## src/rtl/full_adder_bh_if.sv

```systemverilog
// Operand, enable and result bundle for full_adder_bh.
// The master drives the operands and enable; the slave (the adder) drives the results.
interface full_adder_bh_if #(
    parameter int WIDTH = 1,
    parameter int CNT_W = 8
);
    logic [WIDTH-1:0] a;
    logic [WIDTH-1:0] b;
    logic             cin;
    logic             en;
    logic [WIDTH-1:0] s;
    logic             cout;
    logic [WIDTH-1:0] s_q;
    logic             cout_q;
    logic [CNT_W-1:0] carry_cnt;
    logic             cnt_sat;

    modport master (
        output a, b, cin, en,
        input  s, cout, s_q, cout_q, carry_cnt, cnt_sat
    );

    modport slave (
        input  a, b, cin, en,
        output s, cout, s_q, cout_q, carry_cnt, cnt_sat
    );
endinterface

```

## src/rtl/full_adder_bh.sv

```systemverilog
// WIDTH-bit full adder with a combinational result, an enable-gated registered copy
// of that result, and a saturating count of captured carry-outs.
module full_adder_bh #(
    parameter int WIDTH = 1,
    parameter int CNT_W = 8
) (
    input  logic          clk,
    input  logic          rst_n,
    full_adder_bh_if.slave bus
);
    localparam logic [CNT_W-1:0] CNT_MAX = '1;

    logic [WIDTH:0]   sum_full;
    logic [WIDTH-1:0] sum_reg_d, sum_reg_q;
    logic             carry_reg_d, carry_reg_q;
    logic [CNT_W-1:0] cnt_d, cnt_q;

    // Computed at WIDTH+1 bits so the top bit is the carry-out; X on any input propagates.
    always_comb begin
        sum_full = {1'b0, bus.a} + {1'b0, bus.b} + {{WIDTH{1'b0}}, bus.cin};
    end

    always_comb begin
        sum_reg_d   = sum_reg_q;
        carry_reg_d = carry_reg_q;
        cnt_d       = cnt_q;
        if (bus.en) begin
            sum_reg_d   = sum_full[WIDTH-1:0];
            carry_reg_d = sum_full[WIDTH];
            if (sum_full[WIDTH] && (cnt_q != CNT_MAX)) begin
                cnt_d = cnt_q + CNT_W'(1);
            end
        end
    end

    always_ff @(posedge clk or negedge rst_n) begin
        if (!rst_n) begin
            sum_reg_q   <= '0;
            carry_reg_q <= 1'b0;
            cnt_q       <= '0;
        end else begin
            sum_reg_q   <= sum_reg_d;
            carry_reg_q <= carry_reg_d;
            cnt_q       <= cnt_d;
        end
    end

    assign bus.s         = sum_full[WIDTH-1:0];
    assign bus.cout      = sum_full[WIDTH];
    assign bus.s_q       = sum_reg_q;
    assign bus.cout_q    = carry_reg_q;
    assign bus.carry_cnt = cnt_q;
    assign bus.cnt_sat   = (cnt_q == CNT_MAX);
endmodule

```

## src/flat_wrapper.sv

```systemverilog
// flat-port wrapper written by rule: the top's interface ports become plain ports
module full_adder_bh_flat 
#(
    parameter int WIDTH = 1,
    parameter int CNT_W = 8
)
  (clk, rst_n, bus_a, bus_b, bus_cin, bus_en, bus_s, bus_cout, bus_s_q, bus_cout_q, bus_carry_cnt, bus_cnt_sat);
  full_adder_bh_if #(.WIDTH(WIDTH), .CNT_W(CNT_W)) bus_i ();
  input  logic clk;
  input  logic rst_n;
  input wire logic [$bits(bus_i.a)-1:0] bus_a;
  input wire logic [$bits(bus_i.b)-1:0] bus_b;
  input wire logic [$bits(bus_i.cin)-1:0] bus_cin;
  input wire logic [$bits(bus_i.en)-1:0] bus_en;
  output wire logic [$bits(bus_i.s)-1:0] bus_s;
  output wire logic [$bits(bus_i.cout)-1:0] bus_cout;
  output wire logic [$bits(bus_i.s_q)-1:0] bus_s_q;
  output wire logic [$bits(bus_i.cout_q)-1:0] bus_cout_q;
  output wire logic [$bits(bus_i.carry_cnt)-1:0] bus_carry_cnt;
  output wire logic [$bits(bus_i.cnt_sat)-1:0] bus_cnt_sat;
  assign bus_i.a = bus_a;
  assign bus_i.b = bus_b;
  assign bus_i.cin = bus_cin;
  assign bus_i.en = bus_en;
  assign bus_s = bus_i.s;
  assign bus_cout = bus_i.cout;
  assign bus_s_q = bus_i.s_q;
  assign bus_cout_q = bus_i.cout_q;
  assign bus_carry_cnt = bus_i.carry_cnt;
  assign bus_cnt_sat = bus_i.cnt_sat;
  full_adder_bh #(.WIDTH(WIDTH), .CNT_W(CNT_W)) u_core (.clk(clk), .rst_n(rst_n), .bus(bus_i));
endmodule
```

## config.mk

```make
export PLATFORM = sky130hd
export DESIGN_NAME = full_adder_bh_flat
export DESIGN_NICKNAME = d
export VERILOG_FILES = /design/src/rtl/full_adder_bh_if.sv /design/src/rtl/full_adder_bh.sv /design/src/flat_wrapper.sv
export SDC_FILE = /design/constraint.sdc
export NUM_CORES = 1
export LEC_CHECK = 0
export CORE_AREA = 2 2 39 41
export DETAILED_ROUTE_END_ITERATION = 8
export DIE_AREA = 0 0 41 43
export PLACE_DENSITY = 0.8
export SKIP_CTS_REPAIR_TIMING = 1
export SLEW_MARGIN = 20
export SYNTH_ARGS = -nofsm -noshare
export SYNTH_HDL_FRONTEND = slang
export SYNTH_SLANG_ARGS = --single-unit
```

## constraint.sdc

```tcl
create_clock -name clk -period 1.6 [get_ports clk]
set_input_delay 0.32 -clock clk [delete_from_list [all_inputs] [get_ports clk]]
set_output_delay 0.32 -clock clk [all_outputs]
set_load 0.05 [all_outputs]
```

==> results.sh <==
export IMPL_synth_common_cells="dfrtp_1, nand2_1, a21oi_1, mux2_2, nor3_1"
export IMPL_yosys_area_top_type="dfrtp_1"
export IMPL_cp_cell_sequence="and4_4 -> nand2_4 -> nor2_4 -> buf_12"
export IMPL_setup_slack_ns=-0.0226
export IMPL_ys_flop_type="dfrtp_1"
export IMPL_required_ns=1.28
export IMPL_fill_cells=105
export IMPL_cts_buffers=3
export IMPL_cts_tree="built"
export IMPL_rr_worst_depth=4
export IMPL_synth_top_cell_area_share=0.495
export IMPL_async_reset_ff_frac=1.00
export IMPL_ys_seq_area_frac=0.495
export IMPL_max_slew_margin=0.694
export IMPL_placeableCoreArea_um2=1380
export IMPL_max_stage_delay_ns=0.43
export IMPL_crit_type="reg2out"
export IMPL_drc=0
export IMPL_pre_cts_ws_ns=-0.318
export IMPL_clk_latency_ns=0.28
export IMPL_finalSetupViolations=1
export IMPL_antenna_found_initial=0
export IMPL_place_gp_congestion=0.765
export IMPL_dpl_hpwl_um=960
export IMPL_ys_top_cells_by_area="dfrtp_1, mux2_2, fa_1, xnor2_1, a21oi_1"
export IMPL_finalMaxSlewViolations=0
export IMPL_cts_htree_levels=1
export IMPL_n_antenna_cell=0
export IMPL_cts_max_path_buffers=2
export IMPL_cp_slowest_cell="dfrtp_2"
export IMPL_design_area_um2=891
export IMPL_wirelength_mm=1.26
export IMPL_cts_num_sinks=10
export IMPL_synth_most_common_cell="dfrtp_1"
export IMPL_place_area_um2=836
export IMPL_grt_pass1_vias=415
export IMPL_top_level_ports=19
export IMPL_outcome="complete, but fails checks"
export IMPL_grt_start_max_net_pins=11
export IMPL_synth_edff_count=0
export IMPL_overflow=0
export IMPL_clkTransAtPathRegs_ns=0.07
export IMPL_grt_usage=0.167
export IMPL_violations="setup timing"
export IMPL_rsz0062_at_grt="true"
export IMPL_fin_crit_ns=1.62
export IMPL_post_drt_wl_per_cell_um=14.5
export IMPL_drive_gt1_frac=0.507
export IMPL_ff2ff_setup_slack_ns=0.11
export IMPL_chipHeight_um=43
export IMPL_worstMarginPinSlew_ns=0.457
export IMPL_post_route_period_util=1.01
export IMPL_drtIter0Drc=1
export IMPL_die_area_um2=1760
export IMPL_ir_drop_v=0.00105
export IMPL_endpoint_kind="primary output"
export IMPL_timing_final_hold_violations=0
export IMPL_fmax_mhz=616
export IMPL_ant_nets=0
export IMPL_fin_skew_ns=0.00516
export IMPL_holdWs_ns=0.357
export IMPL_first_pass_iters=4
export IMPL_syn_avg_cell_area_um2=11.2
export IMPL_nNetsFinal=81
export IMPL_synth_area_um2=505
export IMPL_cts_root_buf="clkbuf_4"
export IMPL_synthToLayoutAreaGrowth_pct=76.2
export IMPL_power_density_nw_per_um2=1910
export IMPL_grt_pass1_wl_mm=1.90
export IMPL_vias=460
export IMPL_syn_nets=53
export IMPL_yosysUniqueCellTypes=22
export IMPL_synthCells=45
export IMPL_fp_dieW_um=41
export IMPL_cp_start_kind="flip-flop"
export IMPL_viasPerCell=5.29
export IMPL_reg2reg_from="u_core.bus.carry_cnt[6]"
export IMPL_io_buffer_count=18
export IMPL_p_leak_nw=0.407
export IMPL_finalSetupTns_ns=-0.0226
export IMPL_max_cap_violations=0
export IMPL_start_util=0.365
export IMPL_hp_class="in2async"
export IMPL_cp_max_fo=5
export IMPL_cp_arrival_ns=1.30
export IMPL_reg2reg_to="u_core.bus.carry_cnt[1]"
export IMPL_num_rows=14
export IMPL_yosys_warnings=0
export IMPL_synth_seq_cells=10
==> sequential cells by signal, summed over array words and instances, names as in the netlist <==
signal / flops
u_core.bus.carry_cnt: 8
u_core.bus.cout_q: 1
u_core.bus.s_q: 1
==> per-layer routing <==
layer | track usage | vias to the layer above | share of wire | routed length, um
met1 | 0.219 | 225 | 0.42 | 530
met4 | 0.120 | 0 | 0.047 | 59
met2 | 0.231 | 15 | 0.49 | 620
li1 | - | 215 | - | -
met3 | 0.0366 | 5 | 0.040 | 51
met5 | 0 | - | 0 | 0
==> critical path: cells and delay by family, from the launching register on <==
| kind | cells | cell delay, ns |
|---|---|---|
| buffers and inverters | 1 | 0.14 |
| DFF | 1 | 0.43 |
| and+or+nand+nor | 3 | 0.46 |
==> where the power goes <==
group	switching, mW	leakage (nW)	total (mW)	internal, mW
combinational	0.512	0.280	0.991	0.479
sequential	0.176	0.113	0.531	0.355
clock	0.0913	0.0138	0.179	0.0873
==> per-stage QoR <==
step | instances | utilization | total power [mW]
after floorplan | 45 | - | 1.00
after global placement | 83 | 0.604 | 1.47
after detailed placement | 83 | 0.604 | 1.49
after CTS | 86 | 0.620 | 1.67
after global routing | 87 | 0.644 | 1.78
final | 87 | 0.644 | 1.70
==> cell usage in the layout, fill, tap and decap left out, drive strengths merged, types with 3 or more instances in the layout <==
cell type / synthesis / layout
mux2: 4 / 4
nor3: 3 / 3
buf: 0 / 18
clkbuf: 0 / 3
a21oi: 3 / 3
dlymetal6s2s: 0 / 3
nand2: 4 / 4
dfrtp: 10 / 10
==> how the worst max path moves through the flow <==
stage	start	end	slack [ns]	cells past startpoint
after floorplan	u_core.bus.carry_cnt[1]	u_core.bus.carry_cnt[6]	0.006	4
after global placement	bus_cin	u_core.bus.carry_cnt[7]	-0.29	5
after detailed placement	bus_cin	u_core.bus.carry_cnt[7]	-0.32	5
after CTS	bus_cin	bus_s	-0.25	3
after global routing	u_core.bus.carry_cnt[4]	bus_cnt_sat	-0.05	4
final	u_core.bus.carry_cnt[6]	bus_cnt_sat	-0.02	4
==> cells by family after synthesis <==
group,Yosys count,synth area share
buffers and inverters,2,0.0149
adders and majority gates,2,0.0644
muxes,5,0.116
and+or+nand+nor,16,0.171
xor gates and xnor gates,2,0.0347
DFF,10,0.495
AOI/OAI and AO/OA,8,0.104
==> layout make-up <==
| cell class | instances | area [um^2] | area share |
|---|---|---|---|
| timing repair buffer | 23 | 305 | 0.343 |
| multi-input combinational | 33 | 278 | 0.312 |
| sequential | 10 | 258 | 0.289 |
| clock buffer | 3 | 22.5 | 0.0253 |
| tap | 16 | 20.0 | 0.0225 |
| inverter | 2 | 7.51 | 0.00843 |
Note: power is estimated with default switching activity, not from simulation.
